==> config.mk <==
export PLATFORM = sky130hd
export DESIGN_NAME = cpu_bus_bridge
export DESIGN_NICKNAME = d
export VERILOG_FILES = /design/src/rtl/cpu_bus_bridge.sv
export SDC_FILE = /design/constraint.sdc
export NUM_CORES = 1
export LEC_CHECK = 0
export CORE_MARGIN = 2
export CORE_UTILIZATION = 50
export CTS_CLUSTER_DIAMETER = 150
export DETAILED_ROUTE_END_ITERATION = 8
export PLACE_DENSITY_LB_ADDON = 0.3
export SLEW_MARGIN = 20
export SYNTH_ARGS = -nofsm -noshare
export SYNTH_HDL_FRONTEND = slang
export SYNTH_SLANG_ARGS = --single-unit
==> constraint.sdc <==
create_clock -name clock -period 3.3 [get_ports clock]
set_input_delay 0.495 -clock clock [delete_from_list [all_inputs] [get_ports clock]]
set_output_delay 0.495 -clock clock [all_outputs]
set_load 0.02 [all_outputs]
==> src/rtl/cpu_bus_bridge.sv <==
// cpu_bus_bridge
//
// Connects the 32-bit core's byte memory port to a 16-bit external memory
// controller that uses a req/ack handshake. A single 4-byte line buffer serves
// sequential reads. Writes go straight through to memory, and they also update
// the buffer when they hit it. The core is held off by cpu_ce=0 until its
// access completes.
//
// Ports
//   clock, reset      system clock; asynchronous active-high reset
//   cpu_address[31:0] byte address from the core (stable while cpu_ce=0)
//   cpu_out[7:0]      write data from the core
//   cpu_we            write request (held while cpu_ce=0)
//   cpu_in[7:0]       read data to the core
//   cpu_ce            1 = the current core access completes this cycle
//   flush             invalidate the line buffer
//   mem_req/mem_we    external request / 1 = write
//   mem_addr          external word address (byte address >> 1)
//   mem_wdata/mem_be  write data (byte replicated) / byte enables
//   mem_rdata/mem_ack read data / one-cycle completion strobe
module cpu_bus_bridge #(
    parameter int          ADDR_W   = 24,
    parameter logic [7:0]  OOR_DATA = 8'hFF
) (
    input  logic              clock,
    input  logic              reset,
    input  logic [31:0]       cpu_address,
    input  logic [7:0]        cpu_out,
    input  logic              cpu_we,
    output logic [7:0]        cpu_in,
    output logic              cpu_ce,
    input  logic              flush,
    output logic              mem_req,
    output logic              mem_we,
    output logic [ADDR_W-2:0] mem_addr,
    output logic [15:0]       mem_wdata,
    output logic [1:0]        mem_be,
    input  logic [15:0]       mem_rdata,
    input  logic              mem_ack
);

    typedef enum logic [2:0] {IDLE, FILL0, FILL1, WRITE, WDONE} state_t;

    state_t            state_reg;
    logic              line_valid_reg;
    logic              one_shot_reg;       // fill just finished: serve the waiting read once
    logic              flush_pending_reg;  // flush seen while a fill was in flight
    logic [ADDR_W-3:0] tag_reg;
    logic [31:0]       line_data;

    logic       in_range;
    logic       tag_eq;
    logic       hit;
    logic       ack;
    logic       cpu_ce_next;
    logic [7:0] cpu_in_next;

    assign in_range = (cpu_address[31:ADDR_W] == '0);
    assign tag_eq   = (tag_reg == cpu_address[ADDR_W-1:2]);
    // one_shot_reg lets a flushed fill still deliver its byte, even though
    // line_valid stays 0 after the fill.
    assign hit      = ((line_valid_reg & ~flush) | one_shot_reg) & tag_eq & in_range;
    // An ack that arrives with no request outstanding is ignored.
    assign ack      = mem_ack & mem_req;

    // Line buffer bytes. Each byte has its own register, written by its half
    // of the fill or by a write hit to that byte.
    generate
        for (genvar gi = 0; gi < 4; gi++) begin : g_byte
            localparam state_t FILL_ST = (gi >= 2) ? FILL1 : FILL0;
            logic [7:0] byte_reg;

            always_ff @(posedge clock) begin
                if (ack && state_reg == FILL_ST) begin
                    byte_reg <= mem_rdata[(gi % 2) * 8 +: 8];
                end else if (ack && state_reg == WRITE && line_valid_reg && tag_eq &&
                             cpu_address[1:0] == 2'(gi)) begin
                    byte_reg <= cpu_out;
                end
            end

            assign line_data[gi * 8 +: 8] = byte_reg;
        end
    endgenerate

    // Core-side completion decode. Hits and out-of-range accesses complete
    // with zero wait states.
    always_comb begin
        cpu_ce_next = 1'b0;
        cpu_in_next = 8'h00;
        case (state_reg)
            IDLE: begin
                if (!in_range) begin
                    cpu_ce_next = 1'b1;
                    if (!cpu_we) cpu_in_next = OOR_DATA;
                end else if (!cpu_we && hit) begin
                    cpu_ce_next = 1'b1;
                    cpu_in_next = line_data[{cpu_address[1:0], 3'b000} +: 8];
                end
            end
            WDONE:   cpu_ce_next = 1'b1;
            default: cpu_ce_next = 1'b0;
        endcase
    end

    // Hold both core outputs at 0 while reset is asserted.
    assign cpu_ce = cpu_ce_next & ~reset;
    assign cpu_in = reset ? 8'h00 : cpu_in_next;

    always_ff @(posedge clock or posedge reset) begin
        if (reset) begin
            state_reg         <= IDLE;
            line_valid_reg    <= 1'b0;
            one_shot_reg      <= 1'b0;
            flush_pending_reg <= 1'b0;
            tag_reg           <= '0;
            mem_req           <= 1'b0;
            mem_we            <= 1'b0;
            mem_addr          <= '0;
            mem_wdata         <= 16'h0000;
            mem_be            <= 2'b00;
        end else begin
            one_shot_reg <= 1'b0;
            case (state_reg)
                IDLE: begin
                    if (flush) line_valid_reg <= 1'b0;
                    if (in_range) begin
                        if (cpu_we) begin
                            state_reg <= WRITE;
                            mem_req   <= 1'b1;
                            mem_we    <= 1'b1;
                            mem_addr  <= cpu_address[ADDR_W-1:1];
                            mem_wdata <= {cpu_out, cpu_out};
                            mem_be    <= cpu_address[0] ? 2'b10 : 2'b01;
                        end else if (!hit) begin
                            // Refilling overwrites the buffer, so the old line
                            // stops being valid right away.
                            state_reg         <= FILL0;
                            line_valid_reg    <= 1'b0;
                            flush_pending_reg <= 1'b0;
                            mem_req           <= 1'b1;
                            mem_we            <= 1'b0;
                            mem_be            <= 2'b11;
                            mem_addr          <= {cpu_address[ADDR_W-1:2], 1'b0};
                        end
                    end
                end
                FILL0: begin
                    if (flush) flush_pending_reg <= 1'b1;
                    if (ack) begin
                        mem_req   <= 1'b0;
                        state_reg <= FILL1;
                    end
                end
                FILL1: begin
                    if (flush) flush_pending_reg <= 1'b1;
                    if (!mem_req) begin
                        // One idle cycle has passed since the first half completed.
                        mem_req  <= 1'b1;
                        mem_addr <= {cpu_address[ADDR_W-1:2], 1'b1};
                    end else if (ack) begin
                        mem_req        <= 1'b0;
                        tag_reg        <= cpu_address[ADDR_W-1:2];
                        line_valid_reg <= ~(flush_pending_reg | flush);
                        one_shot_reg   <= 1'b1;
                        state_reg      <= IDLE;
                    end
                end
                WRITE: begin
                    if (flush) line_valid_reg <= 1'b0;
                    if (ack) begin
                        mem_req   <= 1'b0;
                        state_reg <= WDONE;
                    end
                end
                WDONE: begin
                    if (flush) line_valid_reg <= 1'b0;
                    state_reg <= IDLE;
                end
                default: state_reg <= IDLE;
            endcase
        end
    end

endmodule

### Word-level counts from Yosys, hierarchy flattened

Index checks and enable logic that the tools add are counted.

| word-level totals | value |
|---|---|
| output and inout bits | 52 |
| input port bits | 61 |
| logic and storage cells | 133 |
| register bits after elaboration | 103 |

| cells by class | value |
|---|---|
| bitwise logic cells | 10 |
| shift operators | 1 |
| equal/unequal tests | 20 |
| reductions and logical operators | 33 |
| muxes and demuxes | 55 |

Operators with widths:

| kind | number |
|---|---|
| $mux 8 | 13 |
| $mux 23 | 4 |
| $pmux 23 s2 | 1 |
| $shiftx 32x6->8 | 1 |
| $eq 22x22->1 | 1 |
| $mux 1 | 22 |
| $mux 3 | 7 |
| $ne 2x2->1 const B | 9 |
| $pmux 3 s4 | 1 |
| $reduce_and 3->1 | 4 |
| $reduce_bool 2->1 | 6 |
| $logic_and 1x1->1 | 10 |
| $logic_not 8->1 | 1 |
| $reduce_and 4->1 | 2 |
| $eq 3x2->1 const B | 2 |
| $mux 2 | 3 |
| $pmux 1 s3 | 2 |
| $reduce_and 6->1 | 1 |
| $reduce_bool 3->1 | 2 |
| $reduce_or 2->1 | 3 |
| $and 1x1->1 | 5 |
| $reduce_and 5->1 | 1 |
| $eq 2x2->1 const B | 2 |
| $ne 2x1->1 const B | 2 |
| 10 further kinds | 14 |

### Logic depth before layout (Yosys ltp)

| logic depth | value |
|---|---|
| depth in word-level cells | 10 |
| gate-level depth with buffers | 8 |
| depth with buffers taken out | 5 |

### Worst setup path before layout

Ideal clock, no wire load.

| timing path | value |
|---|---|
| path kind | input-to-reg |
| start point | input cpu_address[9] |
| end point | register g_byte[0].byte_reg[0], enable pin |
| setup slack | 0.624 ns |
| library setup time | 0.387 ns |
| arrival time | 2.290 ns |
| data required time | 2.913 ns |
| stages | 6 |
| buffers on the path | 1 |
| cells stage by stage | xnor2_1 > nand4_1 > nor4_2 > buf_2 > nand4_1 > o31ai_1 |

| between the ends | value |
|---|---|
| word-level cells in the longest chain between the ends | 4 |

Ends and longest elaborated chain:

| element | RTL line | RTL |
|---|---|---|
| from (decl) | 27 | `input logic [31:0] cpu_address,` |
| $eq 22x22->1 | 59 | `assign tag_eq = (tag_reg == cpu_address[ADDR_W-1:2]);` |
| $logic_and 1x1->1 (2 in a row) | 76 | `end else if (ack && state_reg == WRITE && line_valid_reg && tag_eq &&` |
| $reduce_bool 2->1 (no line) | -- |  |
| to (signal assigned) | 75 | `byte_reg <= mem_rdata[(gi % 2) * 8 +: 8];` |
| to (signal assigned) | 78 | `byte_reg <= cpu_out;` |
| to (decl) | 71 | `logic [7:0] byte_reg;` |

No other way between the ends.
A chain may end at the register's enable or synchronous reset.

### Final worst setup path

| timing path | value |
|---|---|
| start point | input cpu_address[9] |
| end point | output cpu_in[6] |

| between the ends | value |
|---|---|
| word-level cells in the longest chain between the ends | 8 |

Ends and longest elaborated chain:

| element | RTL line | RTL |
|---|---|---|
| $eq 22x22->1 | 59 |  |
| $and 1x1->1 (2 in a row) | 62 | `assign hit = ((line_valid_reg & ~flush) \| one_shot_reg) & tag_eq & in_range;` |
| $logic_and 1x1->1 | 96 | `end else if (!cpu_we && hit) begin` |
| $mux 8 | 96 |  |
| $mux 8 | 93 | `if (!in_range) begin` |
| $mux 8 | 91 | `case (state_reg)` |
| $mux 8 | 108 | `assign cpu_in = reset ? 8'h00 : cpu_in_next;` |
| to (decl) | 30 | `output logic [7:0] cpu_in,` |

No other way between the ends.

==> metrics <==
outcome complete, no violations; CP Capture Type output pin; wire length per cell 16.4 µm; fin crit share 95.9%; layout cell share with drive strength beyond 1 11.2%; Final nets 601; Final Core Density 68.8%; final hold slack 0.491 ns; Largest register FFs 32; prevailing post-synth register cell dfrtp_1; Place WS -0.0711 ns; max-capacitance violation count 0; post-route insts no fill 653; clk sinks 95; DR DRC count 0; Slew Limit Fails 0; Syn Inst Count 428; Post-synth EDFFs 32; CORE AREA 8760 µm²; num ports 113; Die Y 99.5 µm; Crit Path Max Fanout 11; GRT Util Overall 22.1%; syn avg cell area 10.7 µm²; Setup Crit Path Kind in2out; CP required 2.80 ns; Pwr Total 3.80 mW; design area 6030 µm²; HPWL Detailed 7690 µm; endpoints failing hold 0; ys async rst share 66.3%; GRT Residual Overflow 0; fmax 316 MHz; Routed WL 10700 µm; largest net degree at the start of global routing 36; DRT antenna net count 0; Setup WS post-layout 0.136 ns; RSZ-0062 raised after global routing no; Mapped Area 4560 µm²; worst min-delay path class reg2reg; ant diodes 0; leading cell type in the layout, fill and taps excluded nand2_1; Vias per Instance 5.44; DR pass1 iterations 4; Max clock buf depth 2; initial antenna violation count 0; Least-Margin Pin Slew 0.839 ns; leakage 2.61 nW; Num CTS Buffers 9; CTS tree yes; DP Cell Count 634; Pwr Density 631 nW/µm²; H-tree level count 3; clock skew 0.0144 ns; Final Wtd Congestion 0.823; setup TNS 0 ns; num rows 34; shortest period the worst path allows 3.16 ns; die width 99.5 µm; Mapped Nets 489; CTS root buffer clkbuf_8; hold_buf cts 0; vias in the first global route 3689; Worst-path clk slew 0.09 ns; CP Launch Type primary input; sequential area share after synthesis 55.7%; first-pass GRT wire length 17300 µm; Max IR drop VDD 0.000442 V; Fill cells 667; distinct cell type count after synthesis 43; Slew headroom 44.0%; Final setup violation count 0; Via Count 3551; synth-to-layout area growth 32.2%; DRT iter0 DRCs 254; most frequent cells in the layout nand2_1 (156), clkdlybuf4s50_1 (103), dfrtp_1 (63); Initial Util 52.0%; die area 9900 µm²; Worst EP arrival 2.67 ns; synthesized flop and latch total 95; # port buffers 112; Syn. warnings 0; later-pin clock latency in the skew report 0.34 ns; Placed Area 5800 µm²
## synthesized netlist by cell type, types with 2 or more instances
cell type	number	share of area, %
clkbuf_1	13	1.1
nor2_1	4	0.33
buf_6	2	0.49
buf_4	8	1.3
nor3_1	5	0.55
or3_1	3	0.41
mux2_1	19	4.7
or2_2	2	0.27
mux4_2	8	4.0
buf_1	4	0.33
mux2_2	11	2.7
dfrtp_1	63	35
xnor2_1	20	3.8
buf_2	3	0.33
nand3_1	2	0.22
nand4_1	15	2.1
inv_1	8	0.66
or4_4	2	0.49
edfxtp_1	32	21
o22ai_1	3	0.41
o31ai_1	5	0.82
a21oi_1	14	1.5
o22a_1	2	0.38
xor2_1	3	0.58
o21ai_0	2	0.22
nor2b_1	2	0.27
a311oi_1	2	0.38
nand2_1	156	13
## worst max-delay path, cell delays in order
cell	delay (ns)
clkdlybuf4s50_1	0.46
xnor2_1	0.21
nand4_1	0.13
nor4_2	0.37
buf_4	0.24
buf_4	0.13
nand4_1	0.07
a21oi_1	0.19
dlygate4sd2_1	0.35
## where the power goes
part | internal [mW] | switching (mW)
Combinational | 0.667 | 0.650
Clock | 0.366 | 0.402
Sequential | 1.53 | 0.189
Total | 2.56 | 1.24
## area by class of cell
cell class	instances	area [µm²]	area share, %
Inverter	8	30.0	0.498
Timing Repair Buffer	131	1290	21.4
Clock inverter	3	21.3	0.353
Sequential cell	95	2540	42.1
Multi-Input combinational cell	295	1830	30.4
Tap cell	108	135	2.24
Clock buffer	13	180	2.99
## worst paths after layout
check                           cells after the start                    end      startpoint  slack [ns]
worst max-delay path                                9              cpu_in[6]  cpu_address[9]        0.14
worst min-delay path                                1            mem_addr[7]     mem_addr[7]        0.49
worst max register to register                      7  g_byte[0].byte_reg[6]      tag_reg[7]        0.93
worst min register to register                      1            mem_addr[7]     mem_addr[7]        0.49
max in group asynchronous                           3            tag_reg[13]           reset        1.95
min in group asynchronous                           2           state_reg[0]           reset        0.69
## timing repair
item                       CTS  global route
resized for setup            5             4
setup endpoints to repair    6             4
setup buffers                0             3
## logic make-up after synthesis
family | synth area share [%]
AO/OA/AOI/OAI | 5.21
XOR/XNOR | 4.42
buffers and inverters | 4.20
flip-flops | 55.7
multiplexers | 11.4
AND/OR/NAND/NOR | 19.2
## routing by layer
layer,global-route usage (%),wire [µm],vias up,share of wire [%]
li1,-,-,1680,-
met1,28.7,4320,1699,40
met2,37.5,5460,157,51
met3,3.72,784,15,7.3
met4,8.32,164,0,1.5
met5,0,0,-,0
Power figures use the tool's default switching activity.
